`src/rtl/alu_issue_ctrl.sv`:
```
// alu_issue_ctrl: producer side of the INST / ALU_out interface.
// Tagged requests are queued in a small FIFO and issued one at a time as a
// registered instruction to a combinational ALU. ALU_out is sampled after
// ALU_LAT cycles, and the result is returned with its tag over a valid/ready
// port. DIV-by-zero and illegal opcodes are screened here. For those cases
// the ALU output is ignored and the result is all ones with res_err set.
//
// Instruction word layout (INST): {opc[2:0], op_a[DATA_W-1:0], op_b[DATA_W-1:0]}
// Result width (ALU_out, res_data): 2*DATA_W
// Opcodes: ADD=0, SUB=1, MUL=2, DIV=3, VAR=4; encodings 5..7 are illegal.
module alu_issue_ctrl #(
    parameter int DEPTH   = 4,
    parameter int ALU_LAT = 1,
    parameter int TAG_W   = 4,
    parameter int DATA_W  = 8
) (
    input  logic                         clk,
    input  logic                         rst,
    input  logic                         in_valid,
    output logic                         in_ready,
    input  logic [2:0]                   in_opc,
    input  logic [DATA_W-1:0]            in_op_a,
    input  logic [DATA_W-1:0]            in_op_b,
    input  logic [TAG_W-1:0]             in_tag,
    output logic [2*DATA_W+2:0]          INST,
    input  logic [2*DATA_W-1:0]          ALU_out,
    output logic                         res_valid,
    input  logic                         res_ready,
    output logic [2*DATA_W-1:0]          res_data,
    output logic [TAG_W-1:0]             res_tag,
    output logic                         res_err,
    output logic [$clog2(DEPTH+1)-1:0]   fifo_count
);

    localparam int OPC_W  = 3;
    localparam int INST_W = OPC_W + 2 * DATA_W;
    localparam int RES_W  = 2 * DATA_W;
    localparam int PTR_W  = (DEPTH > 1) ? $clog2(DEPTH) : 1;
    localparam int CNT_W  = $clog2(DEPTH + 1);
    localparam int LAT_W  = (ALU_LAT > 1) ? $clog2(ALU_LAT) : 1;

    localparam logic [OPC_W-1:0] OPC_ADD = 3'd0;
    localparam logic [OPC_W-1:0] OPC_SUB = 3'd1;
    localparam logic [OPC_W-1:0] OPC_MUL = 3'd2;
    localparam logic [OPC_W-1:0] OPC_DIV = 3'd3;
    localparam logic [OPC_W-1:0] OPC_VAR = 3'd4;

    typedef enum logic [1:0] {
        IDLE = 2'd0,
        EXEC = 2'd1,
        RESP = 2'd2
    } state_t;

    // The request must not go to the ALU as a normal result if it is
    // a division by zero or uses an opcode the ALU does not define.
    function automatic logic screen_bad(input logic [OPC_W-1:0] opc,
                                        input logic [DATA_W-1:0] op_b);
        logic legal;
        legal = (opc == OPC_ADD) || (opc == OPC_SUB) || (opc == OPC_MUL) ||
                (opc == OPC_DIV) || (opc == OPC_VAR);
        return !legal || ((opc == OPC_DIV) && (op_b == '0));
    endfunction

    // Request FIFO storage (data only, never reset)
    logic [INST_W-1:0] inst_mem [DEPTH];
    logic [TAG_W-1:0]  tag_mem  [DEPTH];

    logic [PTR_W-1:0]  wr_ptr;
    logic [PTR_W-1:0]  rd_ptr;
    logic [CNT_W-1:0]  count_q;

    state_t            state_q;
    state_t            state_d;
    logic [LAT_W-1:0]  lat_cnt;
    logic [TAG_W-1:0]  tag_p0;

    logic              push;
    logic              pop;
    logic              sample;
    logic              accept;
    logic              exec_bad;
    logic [OPC_W-1:0]  exec_opc;
    logic [DATA_W-1:0] exec_op_b;

    // The full flag comes from the registered count only, so a pop on the
    // same edge does not open a slot early.
    assign in_ready   = (count_q < CNT_W'(DEPTH));
    assign push       = in_valid && in_ready;
    assign fifo_count = count_q;

    assign exec_opc   = INST[INST_W-1 -: OPC_W];
    assign exec_op_b  = INST[DATA_W-1:0];
    assign exec_bad   = screen_bad(exec_opc, exec_op_b);

    // Write the incoming request into the slot at the write pointer
    always_ff @(posedge clk) begin
        if (push) begin
            inst_mem[wr_ptr] <= {in_opc, in_op_a, in_op_b};
            tag_mem[wr_ptr]  <= in_tag;
        end
    end

    // FIFO pointers and occupancy. The pointers wrap naturally because DEPTH is a power of two.
    always_ff @(posedge clk) begin
        if (rst) begin
            wr_ptr  <= '0;
            rd_ptr  <= '0;
            count_q <= '0;
        end else begin
            if (push) begin
                wr_ptr <= wr_ptr + PTR_W'(1);
            end
            if (pop) begin
                rd_ptr <= rd_ptr + PTR_W'(1);
            end
            if (push && !pop) begin
                count_q <= count_q + CNT_W'(1);
            end else if (!push && pop) begin
                count_q <= count_q - CNT_W'(1);
            end
        end
    end

    // FSM state register
    always_ff @(posedge clk) begin
        if (rst) begin
            state_q <= IDLE;
        end else begin
            state_q <= state_d;
        end
    end

    // Next state and the per-edge strobes: pop (issue), sample (capture ALU), accept (result taken)
    always_comb begin
        state_d = state_q;
        pop     = 1'b0;
        sample  = 1'b0;
        accept  = 1'b0;
        case (state_q)
            IDLE: begin
                if (count_q != '0) begin
                    pop     = 1'b1;
                    state_d = EXEC;
                end
            end
            EXEC: begin
                if (lat_cnt == LAT_W'(ALU_LAT - 1)) begin
                    sample  = 1'b1;
                    state_d = RESP;
                end
            end
            RESP: begin
                if (res_ready) begin
                    accept  = 1'b1;
                    state_d = IDLE;
                end
            end
            default: begin
                state_d = IDLE;
            end
        endcase
    end

    // Settle counter: cleared when an instruction is issued, then counts while it is held.
    always_ff @(posedge clk) begin
        if (rst) begin
            lat_cnt <= '0;
        end else if (pop) begin
            lat_cnt <= '0;
        end else if (state_q == EXEC) begin
            lat_cnt <= lat_cnt + LAT_W'(1);
        end
    end

    // Issue register and result port. INST keeps the last issued instruction after it completes.
    always_ff @(posedge clk) begin
        if (rst) begin
            INST      <= '0;
            tag_p0    <= '0;
            res_valid <= 1'b0;
            res_data  <= '0;
            res_tag   <= '0;
            res_err   <= 1'b0;
        end else begin
            if (pop) begin
                INST   <= inst_mem[rd_ptr];
                tag_p0 <= tag_mem[rd_ptr];
            end
            if (sample) begin
                res_valid <= 1'b1;
                res_tag   <= tag_p0;
                if (exec_bad) begin
                    res_data <= {RES_W{1'b1}};
                    res_err  <= 1'b1;
                end else begin
                    res_data <= ALU_out;
                    res_err  <= 1'b0;
                end
            end else if (accept) begin
                res_valid <= 1'b0;
            end
        end
    end

endmodule
```
`config.mk`:
```
export PLATFORM = sky130hd
export DESIGN_NAME = alu_issue_ctrl
export DESIGN_NICKNAME = d
export VERILOG_FILES = /design/src/rtl/alu_issue_ctrl.sv
export SDC_FILE = /design/constraint.sdc
export NUM_CORES = 1
export LEC_CHECK = 0
export ABC_AREA = 1
export BUFFER_PORTS_ARGS = -buffer_cell sky130_fd_sc_hd__buf_2
export CAP_MARGIN = 20
export CORE_MARGIN = 4
export CORE_UTILIZATION = 60
export CTS_CLUSTER_SIZE = 28
export DETAILED_ROUTE_END_ITERATION = 8
export PLACE_DENSITY = 0.83
export SLEW_MARGIN = 30
export SYNTH_ARGS = -nofsm -noshare
export SYNTH_HDL_FRONTEND = slang
export SYNTH_SLANG_ARGS = --single-unit
```
`constraint.sdc`:
```
create_clock -name clk -period 5 [get_ports clk]
set_input_delay 1 -clock clk [delete_from_list [all_inputs] [get_ports clk]]
set_output_delay 1 -clock clk [all_outputs]
set_load 0.01 [all_outputs]
```
==> results of run 1 <==
placed cells by master, fill, tap and decap left out, drive strengths merged:
| cell | synthesis | final |
|---|---|---|
| a211oi | 1 | 1 |
| a21oi | 13 | 13 |
| buf | 21 | 91 |
| bufinv | 0 | 2 |
| clkbuf | 7 | 17 |
| clkinv | 0 | 7 |
| clkinvlp | 0 | 3 |
| dfxtp | 55 | 55 |
| edfxtp | 92 | 92 |
| fa | 1 | 1 |
| ha | 5 | 5 |
| inv | 59 | 61 |
| nand2 | 55 | 55 |
| nand3 | 19 | 19 |
| nand3b | 3 | 3 |
| nor2 | 153 | 153 |
| o21a | 16 | 16 |
| o21ai | 80 | 80 |
layout make-up:
type / count / area (um2) / area share
Sequential cell: 147 / 3860 / 0.561
Tap cell: 129 / 161 / 0.0234
Clock buffer: 17 / 414 / 0.0601
Inverter: 59 / 221 / 0.0322
Clock inverter: 14 / 139 / 0.0202
Timing Repair Buffer: 91 / 465 / 0.0676
Multi-Input combinational cell: 346 / 1620 / 0.235
metrics by stage:
step	cell area (um2)	setup WS (ps)	util
after floorplan	5880	2450	-
after global placement	6330	2310	0.675
after detailed placement	6330	2420	0.676
after CTS	6880	2590	0.735
after global routing	6890	2770	0.735
final	6890	2910	0.735
worst paths after layout:
path / from / endpoint / slack [ps] / cells after the start
worst max register to register: fifo_count[0]$_SDFFE_PP0P_ / fifo_count[2]$_SDFFE_PP0P_ / 2930 / 11
worst min-delay path: tag_p0[2]$_SDFFE_PP0P_ / res_tag[2]$_SDFFE_PP0P_ / 440 / 2
worst min register to register: tag_p0[2]$_SDFFE_PP0P_ / res_tag[2]$_SDFFE_PP0P_ / 440 / 2
worst max-delay path: in_valid / fifo_count[2]$_SDFFE_PP0P_ / 2910 / 11
power by group through the flow:
stage                     Sequential, mW  Combinational, mW  Clock [mW]
after floorplan                     1.72              0.870           0
after global placement              1.68               1.19           0
after detailed placement            1.69               1.23           0
after CTS                           1.67               1.25        1.19
after global routing                1.70               1.41        1.25
final                               1.67               1.25        1.18
critical path, delay by kind of cell:
family / cells / cell delay (ps)
and+or+nand+nor: 3 / 400
buffers and inverters: 4 / 360
adders and majority gates: 2 / 560
AOI/OAI and AO/OA: 2 / 230
cells by family after synthesis:
| group | synth area share |
|---|---|
| and+or+nand+nor | 0.158 |
| DFF | 0.657 |
| AOI/OAI and AO/OA | 0.101 |
| buffers and inverters | 0.0706 |
| adders and majority gates | 0.0140 |
sequential cells by signal (all words and copies together) (netlist names):
name        flops
INST           19
fifo_count      3
inst_mem       76
lat_cnt         1
rd_ptr          2
res_data       16
res_err         1
res_tag         4
res_valid       1
state_q         2
tag_mem        16
tag_p0          4
wr_ptr          2
layer usage:
metal  part of all wire  GRT usage  vias up
li1                   -          -     2068
met1               0.41      0.270     2007
met2               0.50      0.387      161
met3              0.069     0.0560       20
met4              0.014     0.0776        0
met5                  0          0        -
==> results.toml, run 1 <==
[sta]
finalSetupViolations = 0
post-route-min-period_ps = 2090
fmax_mhz = 478
finalCritPeriodShare = 0.419
slew_violations = 0
slew_headroom = 0.450
whs_ps = 439
finalHoldViolations = 0
setup_tns_ps = 0
finalClockSkew_ps = 9.10
rsz0062_at_grt = "no"
worstMarginPinSlew_ps = 825

[global_routing]
grt_max_degree = 50
grt_overflow_total = 0
grt_pass1_wl_um = 19800
antenna_found_initial = 0
grt_usage = 0.223
grt_pass1_vias = 4138

[die]
die-height_um = 107
core_area_mm2 = 0.00937
die_w_um = 107
num_rows = 35
dieArea_mm2 = 0.0115
ios = 88
start_util = 0.628

[synth]
synth_most_common_cell = "nor2_1"
synth_edf_count = 92
syn_inst = 580
yosysUniqueCellTypes = 26
yosysTopAreaCell = "edfxtp_1"
synthesis.area_mm2 = 0.00588
ys_seq_elements = 147
yosysTopAreaCellShare = 0.470
syn_nets = 629
synth_ff_type = "edfxtp_1"
seq_area_frac_synth = 0.657
synthTopCellsByArea = "edfxtp_1 (47%), dfxtp_1 (19%), nor2_1 (9.6%)"
synthArstFlopShare = 0
netlist_top_cells_count = "nor2_1 (151), edfxtp_1 (92), o21ai_0 (58)"
synth_warnings = 0
syn-mean-instance-area_um2 = 10.1

[clock_tree]
clkTransAtPathRegs_ps = 60
cts_setup_buffers = 0
numCtsBuffers = 17
cts_tree = "yes"
clock_path_buffers = 2
clock_latency_ps = 520
cts_max_level = 4
holdBufCountCts = 0
postCtsResizedCells = 0
cts_root_buf = "clkbuf_8"
clock_sinks = 147

[detailed_routing]
firstDrtPassIters = 8
via_count = 4256
drt_iter0_drc = 356
via_per_inst = 5.30
drt-total-wl_um = 12400
drc = 0
postRouteAntennaNets = 0
wl_per_cell_um = 15.5

[worst_setup_path]
path_cells = "buf_2 -> nand2_1 -> inv_1 -> ha_1 -> inv_1 -> fa_1 -> inv_1 -> nand2_1 -> nand3b_1 -> o21ai_0 -> a21oi_1"
end_kind = "flip-flop"
cpMostUsedCell = "inv_1"
crit_path_max_incr_delay_ps = 380
crit_type = "in2reg"
startpoint_type = "input port"
cpMaxStageDelayCell = "fa_1"
required_ps = 5450
cp_max_fo = 9
cp.arrival_ps = 2540

[layout]
fin_nets = 711
diodes = 0
layoutNonFillerInstCount = 803
syn_to_final_growth_pct = 17.0
layout-drive-gt1-share = 0.199
fill_cells = 647

[pwr]
leakage_nw = 2.93
fin_total_pwr_mw = 4.10
p_switching_mw = 1.44
p_per_area_mw_per_mm2 = 596
p_sw_frac = 0.352
pwr-share-clk = 0.288
worst_ir_drop_vdd_uv = 331
pwr-share-comb = 0.304
internal-power_mw = 2.66
power_frac_seq = 0.408

[placed_design]
routabilityCongestion = 0.736
port_buffers = 87
dp_cells = 772
hpwl_um = 7480

[min_path]
hold_class = "reg2reg"

[flow_run]
max_cap_viol_count = 0

[outcome]
status = "finished, final reports clean"
No activity file was read; power rests on OpenSTA's default activity.
==> inputs of run 2 (changes only) <==
--- a/config.mk
+++ b/config.mk
@@ -9,10 +9,10 @@
 export BUFFER_PORTS_ARGS = -buffer_cell sky130_fd_sc_hd__buf_2
 export CAP_MARGIN = 20
 export CORE_MARGIN = 4
-export CORE_UTILIZATION = 60
+export CORE_UTILIZATION = 56
 export CTS_CLUSTER_SIZE = 28
 export DETAILED_ROUTE_END_ITERATION = 8
-export PLACE_DENSITY = 0.83
+export PLACE_DENSITY = 0.79
 export SLEW_MARGIN = 30
 export SYNTH_ARGS = -nofsm -noshare
 export SYNTH_HDL_FRONTEND = slang
==> constraint.sdc (replaced) <==
create_clock -name clk -period 2 [get_ports clk]
set_input_delay 0.4 -clock clk [delete_from_list [all_inputs] [get_ports clk]]
set_output_delay 0.4 -clock clk [all_outputs]
set_load 0.01 [all_outputs]
==> run 2 against run 1 <==
Design area is 1.9% higher. Critical endpoint unchanged. Global-route usage is 0.89 points lower. Clock skew is 1.5 ps higher. Utilization is 5.2 points lower. Largest cell class unchanged. Sequential share of layout area is 1.0 points lower. Register-to-register slack worse by 2800 ps.
==> results.toml, run 2 (same netlist as run 1, synthesis figures left out) <==
[sta]
slew_violations = 0
finalCritPeriodShare = 0.922
post-route-min-period_ps = 1840
slew_headroom = 0.503
fmax_mhz = 542
worstMarginPinSlew_ps = 744
finalSetupViolations = 0
finalHoldViolations = 0
rsz0062_at_grt = "no"
setup_tns_ps = 0
finalClockSkew_ps = 10.6
worst_slack_ps = 156

[global_routing]
antenna_found_initial = 0
grt_pass1_vias = 4262
grt_max_degree = 49
grt_pass1_wl_um = 20700
grt_overflow_total = 0
grt_usage = 0.214

[clock_tree]
clkTransAtPathRegs_ps = 60
clock_latency_ps = 530
numCtsBuffers = 17
holdBufCountCts = 0
clock_path_buffers = 2
cts_max_level = 4
cts_root_buf = "clkbuf_8"
cts_tree = "yes"
clock_sinks = 147

[layout]
diodes = 0
final_common_cell = "nor2_1"
fin_nets = 718
largest_reg_flops = 76
layout_common_cells = "nor2_1 (147), edfxtp_1 (92), buf_2 (87), o21ai_0 (57), dfxtp_1 (55)"
syn_to_final_growth_pct = 19.2
top_register = "inst_mem"
layoutNonFillerInstCount = 818
layout-drive-gt1-share = 0.211
fin_util = 0.682
reg_top3 = "inst_mem: 76 flops, INST: 19 flops"

[worst_setup_path]
critPathTopFamily = "adder cells"
rr_worst_depth = 11
cp.arrival_ps = 2300
crit_path_max_incr_delay_ps = 390
cpMostUsedCell = "inv_1"
reg2reg_slack_ps = 160
required_ps = 2450
cp.buffers_inverters = 3
cp_max_fo = 3
r2r-end = "fifo_count[2]$_SDFFE_PP0P_"
end_kind = "flip-flop"
crit_type = "reg2reg"
cpMaxStageDelayCell = "fa_1"
startpoint_type = "flip-flop"
path_cells = "inv_1 -> nand3_1 -> nand2_4 -> ha_1 -> inv_1 -> fa_1 -> inv_1 -> nand2_1 -> nand3b_1 -> o21ai_1 -> a21oi_1"
r2r_start = "fifo_count[0]$_SDFFE_PP0P_"

[placed_design]
routabilityCongestion = 0.766
hpwl_um = 7760
dp_cells = 786
place_ws_ps = 135
port_buffers = 87

[min_path]
whs_path_depth = 1
holdPathEnd = "inst_mem[0][10]$_DFFE_PP_"
holdCritStartpoint = "in_op_a[2]"
hold_class = "in2reg"

[die]
start_util = 0.572
num_rows = 37
ios = 88
core_area_mm2 = 0.0103
die-height_um = 110
die_w_um = 110
dieArea_mm2 = 0.0122

[detailed_routing]
via_count = 4244
top_layer_used = "met4"
via_per_inst = 5.19
drt_iter0_drc = 413
firstDrtPassIters = 5
drt-total-wl_um = 12700
wl_met3_um = 933
postRouteAntennaNets = 0
wl_met1_um = 5190
wl_met2_um = 6230
wl_per_cell_um = 15.5
drc = 0

[flow_run]
max_cap_viol_count = 0

[pwr]
worst_ir_drop_vdd_uv = 659
leakage_nw = 3.01
fin_total_pwr_mw = 10.5
p_per_area_mw_per_mm2 = 1500

[outcome]
status = "finished, final reports clean"
[run 2: final cells by class]
cell class | instances | area, um2
timing repair buffer | 98 | 556
multi-input combinational | 346 | 1610
sequential | 147 | 3860
clock inverter | 11 | 93.8
fill | 770 | 3260
clock buffer | 21 | 494
tap | 136 | 170
inverter | 59 | 221
[run 2: power breakdown]
part	internal, mW	switching, mW	total (mW)
registers	3.83	0.318	4.15
clock network	1.87	1.19	3.06
logic	1.14	2.14	3.28
total	6.85	3.65	10.5
[run 2: repair_timing]
action,CTS,global route
endpoints found under the setup margin,0,1
buffers inserted,0,0
gates resized for setup,0,1
[run 2: per-layer routing]
| layer | vias up | GRT usage |
|---|---|---|
| li1 | 2082 | - |
| met1 | 1956 | 0.252 |
| met2 | 172 | 0.353 |
| met3 | 34 | 0.0658 |
| met4 | 0 | 0.112 |
| met5 | - | 0 |
[run 2: worst max-delay path by stage]
stage,from,to,slack (ps),cells after the start
global placement,in_valid,fifo_count[2]$_SDFFE_PP0P_,330,10
CTS,fifo_count[0]$_SDFFE_PP0P_,fifo_count[2]$_SDFFE_PP0P_,130,10
floorplan,fifo_count[2]$_SDFFE_PP0P_,inst_mem[0][0]$_DFFE_PP_,-6,3
finish,fifo_count[0]$_SDFFE_PP0P_,fifo_count[2]$_SDFFE_PP0P_,160,11
global route,fifo_count[0]$_SDFFE_PP0P_,fifo_count[2]$_SDFFE_PP0P_,40,11
detailed placement,fifo_count[0]$_SDFFE_PP0P_,fifo_count[2]$_SDFFE_PP0P_,130,10
[run 2: through the flow]
stage / area, um2 / hold slack (ps)
floorplan: 5880 / 421
CTS: 7010 / 55.9
global route: 7010 / 65.0
finish: 7010 / 80.5
global placement: 6420 / 430
detailed placement: 6420 / 430
